===== src/rtl/parking_gate_counter.sv =====
// Multi-gate parking occupancy counter: per-gate two-barrier direction FSMs
// feed a shared saturating counter with full/empty flags and reject/underflow pulses.
module parking_gate_counter #(
  parameter  int unsigned N_GATES  = 2,
  parameter  int unsigned CAPACITY = 7,
  localparam int unsigned CNT_W    = $clog2(CAPACITY + 1)
) (
  input  logic               clk,
  input  logic               reset_n,
  input  logic [N_GATES-1:0] sens_a,
  input  logic [N_GATES-1:0] sens_b,
  output logic [CNT_W-1:0]   count,
  output logic               full,
  output logic               empty,
  output logic [N_GATES-1:0] car_in,
  output logic [N_GATES-1:0] car_out,
  output logic               reject_in,
  output logic               err_underflow
);

  localparam int unsigned   EW    = CNT_W + 4;
  localparam logic [EW-1:0] CAP_E = EW'(CAPACITY);

  typedef enum logic [2:0] {
    IDLE,
    IN_A,
    IN_AB,
    IN_B,
    OUT_B,
    OUT_BA,
    OUT_A,
    WAIT_CLR
  } gate_state_t;

  gate_state_t        r_state [N_GATES];
  logic [CNT_W-1:0]   r_count;
  logic [N_GATES-1:0] r_car_in;
  logic [N_GATES-1:0] r_car_out;
  logic               r_reject;
  logic               r_underflow;

  logic [N_GATES-1:0] w_entry;
  logic [N_GATES-1:0] w_exit;
  logic [EW-1:0]      w_n_in;
  logic [EW-1:0]      w_n_out;
  logic [EW-1:0]      w_count_e;
  logic [EW-1:0]      w_after_out;
  logic [EW-1:0]      w_sum;
  logic [EW-1:0]      w_next;
  logic               w_underflow;
  logic               w_reject;

  // Events are decoded from the current state and this cycle's sample so the
  // counter can absorb them on the same edge the FSM returns to IDLE.
  always_comb begin
    w_entry = '0;
    w_exit  = '0;
    for (int unsigned g = 0; g < N_GATES; g++) begin
      w_entry[g] = (r_state[g] == IN_B)  && !sens_a[g] && !sens_b[g];
      w_exit[g]  = (r_state[g] == OUT_A) && !sens_a[g] && !sens_b[g];
    end
  end

  // Exits are applied before entries so a simultaneous swap at capacity is lossless.
  always_comb begin
    w_n_in  = '0;
    w_n_out = '0;
    for (int unsigned g = 0; g < N_GATES; g++) begin
      w_n_in  = w_n_in  + EW'(w_entry[g]);
      w_n_out = w_n_out + EW'(w_exit[g]);
    end
    w_count_e   = EW'(r_count);
    w_underflow = (w_n_out > w_count_e);
    w_after_out = w_underflow ? '0 : (w_count_e - w_n_out);
    w_sum       = w_after_out + w_n_in;
    w_reject    = (w_sum > CAP_E);
    w_next      = w_reject ? CAP_E : w_sum;
  end

  always_ff @(posedge clk) begin
    if (!reset_n) begin
      for (int unsigned g = 0; g < N_GATES; g++) begin
        r_state[g] <= WAIT_CLR;
      end
      r_count     <= '0;
      r_car_in    <= '0;
      r_car_out   <= '0;
      r_reject    <= 1'b0;
      r_underflow <= 1'b0;
    end else begin
      for (int unsigned g = 0; g < N_GATES; g++) begin
        case (r_state[g])
          IDLE: begin
            case ({sens_a[g], sens_b[g]})
              2'b10:   r_state[g] <= IN_A;
              2'b01:   r_state[g] <= OUT_B;
              2'b11:   r_state[g] <= WAIT_CLR;
              default: r_state[g] <= IDLE;
            endcase
          end
          IN_A: begin
            case ({sens_a[g], sens_b[g]})
              2'b10:   r_state[g] <= IN_A;
              2'b11:   r_state[g] <= IN_AB;
              2'b00:   r_state[g] <= IDLE;
              default: r_state[g] <= WAIT_CLR;
            endcase
          end
          IN_AB: begin
            case ({sens_a[g], sens_b[g]})
              2'b11:   r_state[g] <= IN_AB;
              2'b01:   r_state[g] <= IN_B;
              2'b10:   r_state[g] <= IN_A;
              default: r_state[g] <= IDLE;
            endcase
          end
          IN_B: begin
            case ({sens_a[g], sens_b[g]})
              2'b01:   r_state[g] <= IN_B;
              2'b00:   r_state[g] <= IDLE;
              2'b11:   r_state[g] <= IN_AB;
              default: r_state[g] <= WAIT_CLR;
            endcase
          end
          OUT_B: begin
            case ({sens_a[g], sens_b[g]})
              2'b01:   r_state[g] <= OUT_B;
              2'b11:   r_state[g] <= OUT_BA;
              2'b00:   r_state[g] <= IDLE;
              default: r_state[g] <= WAIT_CLR;
            endcase
          end
          OUT_BA: begin
            case ({sens_a[g], sens_b[g]})
              2'b11:   r_state[g] <= OUT_BA;
              2'b10:   r_state[g] <= OUT_A;
              2'b01:   r_state[g] <= OUT_B;
              default: r_state[g] <= IDLE;
            endcase
          end
          OUT_A: begin
            case ({sens_a[g], sens_b[g]})
              2'b10:   r_state[g] <= OUT_A;
              2'b00:   r_state[g] <= IDLE;
              2'b11:   r_state[g] <= OUT_BA;
              default: r_state[g] <= WAIT_CLR;
            endcase
          end
          default: begin
            if (!sens_a[g] && !sens_b[g]) r_state[g] <= IDLE;
            else                          r_state[g] <= WAIT_CLR;
          end
        endcase
      end
      r_count     <= w_next[CNT_W-1:0];
      r_car_in    <= w_entry;
      r_car_out   <= w_exit;
      r_reject    <= w_reject;
      r_underflow <= w_underflow;
    end
  end

  assign count         = r_count;
  assign full          = (r_count == CNT_W'(CAPACITY));
  assign empty         = (r_count == '0);
  assign car_in        = r_car_in;
  assign car_out       = r_car_out;
  assign reject_in     = r_reject;
  assign err_underflow = r_underflow;

endmodule


===== config.mk =====
export PLATFORM = sky130hd
export DESIGN_NAME = parking_gate_counter
export DESIGN_NICKNAME = d
export VERILOG_FILES = /design/src/rtl/parking_gate_counter.sv
export SDC_FILE = /design/constraint.sdc
export NUM_CORES = 1
export LEC_CHECK = 0
export CORE_MARGIN = 3
export CORE_UTILIZATION = 35
export DETAILED_ROUTE_END_ITERATION = 10
export DONT_BUFFER_PORTS = 1
export GPL_ROUTABILITY_DRIVEN = 0
export HOLD_SLACK_MARGIN = 0.1
export PLACE_DENSITY = 0.59
export SLEW_MARGIN = 30
export SYNTH_ARGS = -nofsm -noshare
export SYNTH_HDL_FRONTEND = slang
export SYNTH_SLANG_ARGS = --single-unit

===== constraint.sdc =====
create_clock -name clk -period 4.2 [get_ports clk]
set_input_delay 0.63 -clock clk [delete_from_list [all_inputs] [get_ports clk]]
set_output_delay 0.63 -clock clk [all_outputs]
set_load 0.05 [all_outputs]

==> results of run 1 <==
## layout by cell type, fill, tap and decap left out, drive strengths merged, types with 2 or more instances in the layout
cell type	Yosys	routed
a31oi	2	2
and2	7	7
and4b	2	2
clkbuf	3	4
conb	1	6
dfxtp	9	9
edfxtp	6	6
fa	2	2
ha	4	4
inv	7	7
nand2	7	7
nand4	2	2
nor2	2	2
nor2b	7	7
nor3	2	2
nor3b	4	4
o2111ai	2	2
o21a	3	3
o21ai	6	6
o22ai	2	2
xnor2	2	2
## layer usage
metal	part of all wire [%]	wire, um	vias to the layer above
li1	-	-	340
met5	0	0	-
met4	0.92	15	0
met1	44	716	324
met2	50	824	11
met3	4.9	81	2
## flip-flops by register name, indices dropped and copies added, names as in the netlist
| name | flops |
|---|---|
| car_in | 2 |
| car_out | 2 |
| count | 3 |
| err_underflow | 1 |
| r_state | 6 |
| reject_in | 1 |
## critical path: cells and delay by family, from the launching register on
kind / cells / cell delay (ns)
AO/OA/AOI/OAI: 1 / 0.16
adder cells (fa/ha/maj): 5 / 1.35
buffers and inverters: 1 / 0.06
XOR/XNOR: 1 / 0.12
flip-flops: 1 / 0.45
AND/OR/NAND/NOR: 4 / 0.93
## per-stage QoR
step | util, % | total power, uW
2_1_floorplan | - | 341.1
3_3_place_gp | 38.04 | 363.2
3_5_place_dp | 38.04 | 367.7
4_1_cts | 39.09 | 454.3
5_1_grt | 39.09 | 476.7
6_report | 39.09 | 446.1
## report_power, final
group	leakage, uW	internal (uW)	switching, uW
clock network	0.0000150	36.8	47.5
registers	0.000125	170	73.9
logic	0.000239	50.8	67.2
total	0.000379	258	189
## how the worst max path moves through the flow
stage | slack (ns) | from | to | cells after the start
finish | 1.03 | r_state[1][1]$_DFFE_PP_ | count[2]$_SDFF_PN0_ | 12
floorplan | 0.93 | sens_b[1] | count[2]$_SDFF_PN0_ | 13
detailed placement | 0.83 | sens_b[1] | count[2]$_SDFF_PN0_ | 12
global route | 0.79 | r_state[1][1]$_DFFE_PP_ | count[2]$_SDFF_PN0_ | 12
global placement | 0.88 | sens_b[1] | count[2]$_SDFF_PN0_ | 12
CTS | 1.00 | r_state[1][1]$_DFFE_PP_ | count[2]$_SDFF_PN0_ | 12
## area by class of cell
type                    count  area (sq um)
inverters                   7         26.28
repair buffers              1         7.507
fillers                   247          1523
flip-flops and latches     15         360.3
well taps                  30         37.54
clock buffers               4         26.28
multi-input cells          72         519.2
## cells by family after synthesis
kind of cell	after synthesis	share of synthesized area, %
XOR/XNOR	2	1.892
adder cells (fa/ha/maj)	6	9.730
AND/OR/NAND/NOR	35	23.65
multiplexers	1	1.216
buffers and inverters	12	7.028
other	1	0.4050
flip-flops	15	38.92
AO/OA/AOI/OAI	22	17.16
==> summary.txt, run 1 <==
Global route
  • Met1 usage: 12.66%
  • Initial antenna violation count: 0
  • M3 GR Usage: 2.941%
  • Grt ovf: 0
  • Met2 GRT Util: roughly 17%
  • Global-route wire length before repair: 2711 um
  • Total GRT Usage: 10.81%
  • Vias in the first global route: around 630
  • Busiest grt layer: met2
  • Largest net degree at the start of global routing: 16

Detailed routing
  • Final wirelength: 1637 um
  • DRT Pass-1 Iters: 4
  • Detailed-route DRC error count: 0
  • Initial DRC count: 21
  • Wire per inst: 12.69 um
  • Vias: ~680
  • Detail Route Antenna Nets: 0
  • Post-DR vias/cell: 5.248

Logic synthesis
  • Syn avg cell area: a little under 10 sq um
  • Yosys cell types: 35
  • Yosys top cell area share: 19.46%
  • Synth top area cells: dfxtp_1, edfxtp_1, ha_1
  • Seq/Total Area, Yosys: 38.92%
  • Predominant post-synthesis flop cell: dfxtp_1
  • Cell count after synthesis: 94
  • Most common cell in the netlist: dfxtp_1
  • Yosys top cell by area: dfxtp_1
  • EDFF count, synth: 6
  • Most common library cells after synthesis: dfxtp_1, and2_1, inv_1, nand2_1, nor2b_1
  • Yosys reg bits: 15
  • Synthesized area: between 900 and 1000 sq um
  • FFs w/ async S/R, synth: 0%
  • Yosys warnings: 0

Floorplanning
  • Full die area: ~3300 sq um
  • I/O pins: 17
  • Starting Density: 37.04%
  • Core box area: 2500 sq um
  • Die height: 57.44 um
  • Num rows: 18
  • DIE WIDTH: 57.44 um

Timing
  • Slew Viols, Final: 0
  • Final min period: 3.173 ns
  • Slack of the critical path: 1.027 ns
  • WHS: 0.4625 ns
  • Achievable clock frequency: 0.3152 GHz
  • Final Hold Fails: 0
  • Worst-Margin Slew: 0.6761 ns
  • Worst rel slew slack: a little over half
  • Setup Viol. Count Final: 0
  • Fin crit share: 75.54%
  • Fin Clk Skew: 0.001629 ns
  • Setup TNS: 0 ns
  • RSZ-0062 raised after global routing: false

Placement
  • Placed standard-cell area: 950.9 sq um
  • Placed Cells: 125
  • Placed wire-length estimate: around 1200 um
  • PortBufs: 0
  • Pre-CTS WS: 0.8341 ns

Layout
  • Synth-to-Final Area Change: 5.541%
  • Final Cell Area: a little under 1000 sq um
  • N_diodes: 0
  • Post-Layout Cell Count: about 130
  • Share of cells above drive strength 1: 8.081%
  • Nets@finish: approximately 110

Clock network
  • Root Driver: clkbuf_4
  • Num CTS Buffers: 3
  • H-tree depth: 1
  • Sink Count: 15
  • Max Root-Sink Buffers: 2
  • Setup Buffers After CTS: 0
  • Skew-Pair Late Insertion Delay: 0.28 ns
  • Hold bufs inserted after CTS: 0
  • Post-CTS Resized: 0
  • Clock Pin Slew Worst Setup and Hold Paths: about 0.090 ns
  • CTS tree: yes

Power and ir drop
  • Leak: 0.0003792 uW
  • Max IR drop VDD: 257.7 uV
  • Cell Pwr Density: 456.6 nW/um^2

Worst setup path
  • Cell mode on critical path: ha_1
  • Worst flop-to-flop path endpoint: count[2]$_SDFF_PN0_
  • R2R Path Start: r_state[1][1]$_DFFE_PP_
  • Slowest cell on the critical path: edfxtp_1
  • Crit path arrival time: between 3 and 4 ns
  • Endpoint class of the critical path: flip-flop
  • Max incr delay on CP: about 0.45 ns
  • Crit path kind: reg -> reg
  • R2r worst-path depth: 12
  • CP max FO: 7
  • Cell chain of the critical path: or3b_1, nor3b_2, ha_1, ha_1, inv_1, fa_1, nor2_1, nor2_1, fa_1, ha_1, xnor2_1, o21a_1
  • Worst Setup Start Kind: flip-flop
  • Req. time, crit path: 4.38 ns
  • R2R Setup Slk: 1.03 ns

Min path
  • Hold EP: count[0]$_SDFF_PN0_
  • Hold Path Cell Cnt: 1
  • Hold Path Origin: reset_n
  • Worst Hold Class: in -> reg

Run status
  • Status: completed

Flow run
  • Number of max-cap violations: 0
Power figures use the tool's default switching activity.
==> run 2, diff against run 1 <==
Settings changed: PLACE_DENSITY 0.59 to 0.61.
Clock period 4.2 ns to 2.9 ns, I/O delays scaled along.
==> summary.txt, run 2 (synthesized netlist as in run 1, its figures left out) <==
Worst setup path
  • CP max FO: 3
  • Worst Setup Start Kind: flip-flop
  • R2r worst-path depth: 12
  • R2R Path Start: r_state[1][1]$_DFFE_PP_
  • Crit path kind: reg -> reg
  • Setup crit start: r_state[1][1]$_DFFE_PP_
  • Crit path arrival time: 2.95 ns
  • Req. time, crit path: slightly above 3 ns
  • Worst flop-to-flop path endpoint: count[2]$_SDFF_PN0_
  • Critical Path Sink: count[2]$_SDFF_PN0_
  • Endpoint class of the critical path: flip-flop
  • R2R Setup Slk: 0.14 ns

Timing
  • Final min period: 2.762 ns
  • Worst rel slew slack: 51.89%
  • RSZ-0062 raised after global routing: false
  • Worst-Margin Slew: 0.7206 ns
  • Fin Clk Skew: 0.001212 ns
  • Fin crit share: a little over nine tenths
  • Slew Viols, Final: 0
  • Setup TNS: 0 ns
  • Achievable clock frequency: approximately 0.36 GHz
  • Setup Viol. Count Final: 0
  • Final Hold Fails: 0

Layout
  • Finished Core Util: 42.64%
  • Most flops, register: r_state
  • Max FFs per register: 6
  • Nets@finish: 120
  • Share of cells above drive strength 1: slightly above 20%
  • Post-Layout Cell Count: 137
  • Most frequent cells in the layout: dfxtp_1, buf_4
  • Synth-to-Final Area Change: 15.13%
  • N_diodes: 0

Clock network
  • Num CTS Buffers: 3
  • Sink Count: 15
  • CTS tree: yes
  • Hold bufs inserted after CTS: 0
  • H-tree depth: 1
  • Clock Pin Slew Worst Setup and Hold Paths: 0.09 ns
  • Max Root-Sink Buffers: 2
  • Skew-Pair Late Insertion Delay: around 0.28 ns
  • Root Driver: clkbuf_4

Detailed routing
  • Vias: around 730
  • Detail Route Antenna Nets: 0
  • Initial DRC count: 41
  • DRT Pass-1 Iters: 4
  • Final wirelength: 1773 um
  • Wire per inst: approximately 13 um
  • Post-DR vias/cell: 5.358
  • Detailed-route DRC error count: 0

Power and ir drop
  • Leak: 0.0004172 uW
  • Cell Pwr Density: 622.1 nW/um^2
  • Internal: roughly 380 uW
  • Switch share: 42.26%
  • Switching power total: approximately 280 uW
  • Clock Power Share: 18.0%
  • Gate power share: 28.9%
  • Max IR drop VDD: around 340 uV
  • Sequential fraction of design power: between 50% and 60%

Run status
  • Status: completed

Floorplanning
  • I/O pins: 17
  • Full die area: 3299 sq um
  • Num rows: 18
  • Core box area: around 2500 sq um
  • Die height: ~57 um
  • DIE WIDTH: 57.44 um
  • Starting Density: between 30 and 40%

Placement
  • Placed wire-length estimate: 1312 um
  • Placed Cells: ~130
  • PortBufs: 0

Min path
  • Worst Hold Class: in -> reg

Global route
  • Total GRT Usage: 11.38%
  • Global-route wire length before repair: 2925 um
  • Grt ovf: 0
  • Largest net degree at the start of global routing: 16
  • Vias in the first global route: 701
  • Initial antenna violation count: 0

Flow run
  • Number of max-cap violations: 0
[run 2: timing repair]
item | in CTS | in global routing
resized for setup | 0 | 3
endpoints found under the setup margin | 0 | 4
buffers inserted | 0 | 2
[run 2: per-layer routing]
metal | global-route usage, % | share of wire (%)
met1 | 12.83 | 45
met2 | 18.55 | 49
met3 | 5.204 | 5.9
met5 | 0 | 0
met4 | 4.636 | 0.73
[run 2: how the worst min path moves through the flow]
stage                        from                       end  slack, ns  cells after the start
after floorplan           reset_n  err_underflow$_SDFF_PN0_       0.56                      1
after global placement    reset_n       count[2]$_SDFF_PN0_       0.56                      1
after detailed placement  reset_n       count[2]$_SDFF_PN0_       0.56                      1
after CTS                 reset_n       count[2]$_SDFF_PN0_       0.25                      1
after global routing      reset_n       count[2]$_SDFF_PN0_       0.25                      1
final                     reset_n       count[2]$_SDFF_PN0_       0.27                      1
[run 2: critical path: stages (launching register included)]
cell and delay [ns]:
edfxtp_1 0.35, or3b_4 0.40, nor3b_4 0.21, ha_1 0.15, ha_1 0.15, inv_1 0.06
fa_2 0.36, nor2_4 0.11, nor2_1 0.06, fa_2 0.34, ha_2 0.18, xnor2_1 0.12
o21a_1 0.16
[run 2: final cells by class]
| cell class | instances | area, sq um |
|---|---|---|
| clock buffer | 4 | 26.28 |
| fill | 245 | 1434 |
| inverter | 7 | 26.28 |
| multi-input combinational | 72 | 548.0 |
| sequential | 15 | 360.3 |
| tap | 30 | 37.54 |
| timing repair buffer | 9 | 67.56 |
[run 2: power by group through the flow]
stage                     logic [uW]  registers, uW  clock network (uW)
after floorplan                  151            347                   0
after CTS                        192            351                 126
after detailed placement         191            356                   0
final                            192            352                 120
after global routing             213            358                 135
after global placement           185            355                   0
[run 2: through the flow]
| stage | instance area (sq um) | setup WS, ns | hold slack, ns | total power (uW) |
|---|---|---|---|---|
| floorplan | 957.2 | 0.008194 | 0.5567 | 498.2 |
| global placement | 1008 | 0.02713 | 0.5557 | 540.1 |
| detailed placement | 1008 | 0.002360 | 0.5570 | 546.8 |
| CTS | 1035 | 0.09364 | 0.2549 | 668.3 |
| global route | 1066 | 0.01844 | 0.2466 | 705.2 |
| finish | 1066 | 0.1378 | 0.2680 | 663.2 |
==> run 3, diff against run 2 <==
Settings changed: CORE_UTILIZATION 35 to 45, DONT_BUFFER_PORTS 1 to not set, PLACE_DENSITY 0.61 to 0.83.
==> summary.txt, run 3 (synthesized netlist as in run 1, its figures left out) <==
Layout
  • Commonest non-fill, non-tap cell in the layout: buf_4
  • Register area: approximately 360 sq um
  • Synth-to-Final Area Change: 48.11%
  • Post-Layout Cell Count: 164
  • N_diodes: 0
  • Max FFs per register: 6
  • Final Cell Area: 1371 sq um
  • Most flops, register: r_state
  • Nets@finish: 152
  • Multi-input logic area: 579.3 sq um
  • Most frequent cells in the layout: buf_4, clkdlybuf4s50_1, dfxtp_1
  • Filler Cell Count: 153
  • Share of cells above drive strength 1: 31.65%

Detailed routing
  • Initial DRC count: 13
  • Vias: 862
  • Post-DR vias/cell: 5.256
  • Final wirelength: around 2200 um
  • Detail Route Antenna Nets: 0
  • Detailed-route DRC error count: 0
  • Wire per inst: 13.28 um
  • DRT Pass-1 Iters: 4

Placement
  • Placed Cells: 150
  • Pre-CTS WS: -0.4188 ns
  • Placed standard-cell area: 1222 sq um
  • Placed wire-length estimate: 1470 um
  • PortBufs: 16

Worst setup path
  • CP max FO: 2
  • Req. time, crit path: 3.07 ns
  • Cell chain of the critical path: dlygate4sd2_1, or3b_4, nor3b_4, ha_1, ha_2, inv_2, fa_2, nor2_4, nor2_2, fa_2, ha_4, xnor2_1, o21a_1
  • Worst Setup Start Kind: input pin
  • Max incr delay on CP: 0.39 ns
  • Crit path kind: in -> reg
  • Endpoint class of the critical path: flip-flop
  • Crit path arrival time: 3.04 ns
  • Cell mode on critical path: fa_2
  • Setup crit start: sens_b[1]
  • R2R Setup Slk: roughly 0.09 ns
  • R2R Path Start: r_state[1][1]$_DFFE_PP_
  • Slowest cell on the critical path: or3b_4

Min path
  • Worst Hold Class: in -> reg
  • Hold Path Origin: sens_b[0]

Timing
  • RSZ-0062 raised after global routing: true
  • Worst-Margin Slew: 0.5010 ns
  • Final Hold Fails: 0
  • Final min period: 2.869 ns
  • Fin crit share: 98.93%
  • Slack of the critical path: 0.03115 ns
  • Achievable clock frequency: 0.3486 GHz
  • Worst rel slew slack: 66.49%
  • Slew Viols, Final: 0
  • Fin Clk Skew: 0.002788 ns
  • Setup Viol. Count Final: 0

Floorplanning
  • DIE WIDTH: 51.36 um
  • I/O pins: 17
  • Die height: approximately 51 um
  • Core box area: roughly 1800 sq um
  • Num rows: 15
  • Starting Density: roughly half
  • Full die area: approximately 2600 sq um

Power and ir drop
  • Max IR drop VDD: 354.9 uV
  • Internal: approximately 450 uW
  • Sequential fraction of design power: 37.0%
  • Clock Power Share: 15.3%
  • Switching power total: 308.0 uW
  • Cell Pwr Density: 551.5 nW/um^2
  • Leak: 0.0005634 uW
  • Gate power share: 47.7%
  • Switch share: 40.73%

Clock network
  • Root Driver: clkbuf_4
  • Clock Pin Slew Worst Setup and Hold Paths: 0.09 ns
  • H-tree depth: 1
  • Hold bufs inserted after CTS: 0
  • Max Root-Sink Buffers: 2
  • Num CTS Buffers: 3
  • Sink Count: 15
  • CTS tree: yes
  • Skew-Pair Late Insertion Delay: around 0.27 ns

Global route
  • Grt ovf: 0
  • Total GRT Usage: 18.89%
  • Vias in the first global route: 852
  • Initial antenna violation count: 0
  • Largest net degree at the start of global routing: 16
  • Global-route wire length before repair: 3795 um

Run status
  • Status: completed

Flow run
  • Number of max-cap violations: 0
-- run 3: changes by cell type in the layout (fill, tap and decap cells not counted), sizes merged --
cell / previous run / this run
buf: 9 / 25
clkdlybuf4s15: 0 / 1
clkdlybuf4s50: 0 / 12
dlygate4sd2: 0 / 2
dlymetal6s2s: 0 / 1
-- run 3: path summary, 6_finish.rpt --
| path | endpoint | cells after the start |
|---|---|---|
| max | count[2]$_SDFF_PN0_ | 13 |
| min | r_state[0][0]$_SDFFCE_PP1P_ | 4 |
| max reg2reg | count[2]$_SDFF_PN0_ | 12 |
| min reg2reg | car_out[1]$_SDFF_PN0_ | 2 |
-- run 3: final cells by class --
cell class	instances	share of cell area, %
multi-input cells	72	42.24
flip-flops and latches	15	26.28
repair buffers	41	25.36
well taps	25	2.281
clock buffers	4	1.916
inverters	7	1.916
-- run 3: power groups by stage --
stage / Sequential (uW) / Clock (uW) / Combinational, uW
floorplan: 347 / 0 / 151
finish: 280 / 115 / 361
CTS: 278 / 120 / 349
global placement: 278 / 0 / 321
global route: 288 / 133 / 391
detailed placement: 281 / 0 / 332
-- run 3: per-layer routing --
metal | global-route usage [%] | part of all wire (%) | routed length [um]
met1 | 20.72 | 43 | 936
met4 | 8.297 | 1.1 | 24
met3 | 2.624 | 4.3 | 94
met5 | 0 | 0 | 0
met2 | 35.38 | 52 | 1123
-- run 3: critical path: cells and delay by family --
family	cells	cell delay [ns]
xor+xnor	1	0.11
buf+inv	2	0.29
fa+ha+maj	5	1.25
compound gates	1	0.18
simple gates	4	0.76
-- run 3: stage by stage --
step	hold WS, ns	util, %	setup TNS (ns)	power [uW]
4_1_cts	0.6979	71.97	0	746.3
3_3_place_gp	0.6719	66.46	-1.206	598.8
3_5_place_dp	0.6866	66.46	-1.567	613.3
6_report	0.7116	74.56	0	756.3
2_1_floorplan	0.5567	-	0	498.2
5_1_grt	0.7071	74.56	-0.1971	811.6
-- run 3: repair_timing --
action                     in CTS  in global routing
hold endpoints to repair        0                  0
resized for setup              10                  6
setup endpoints to repair       4                  4
pin swaps                      11                  9
buffers inserted                7                  3
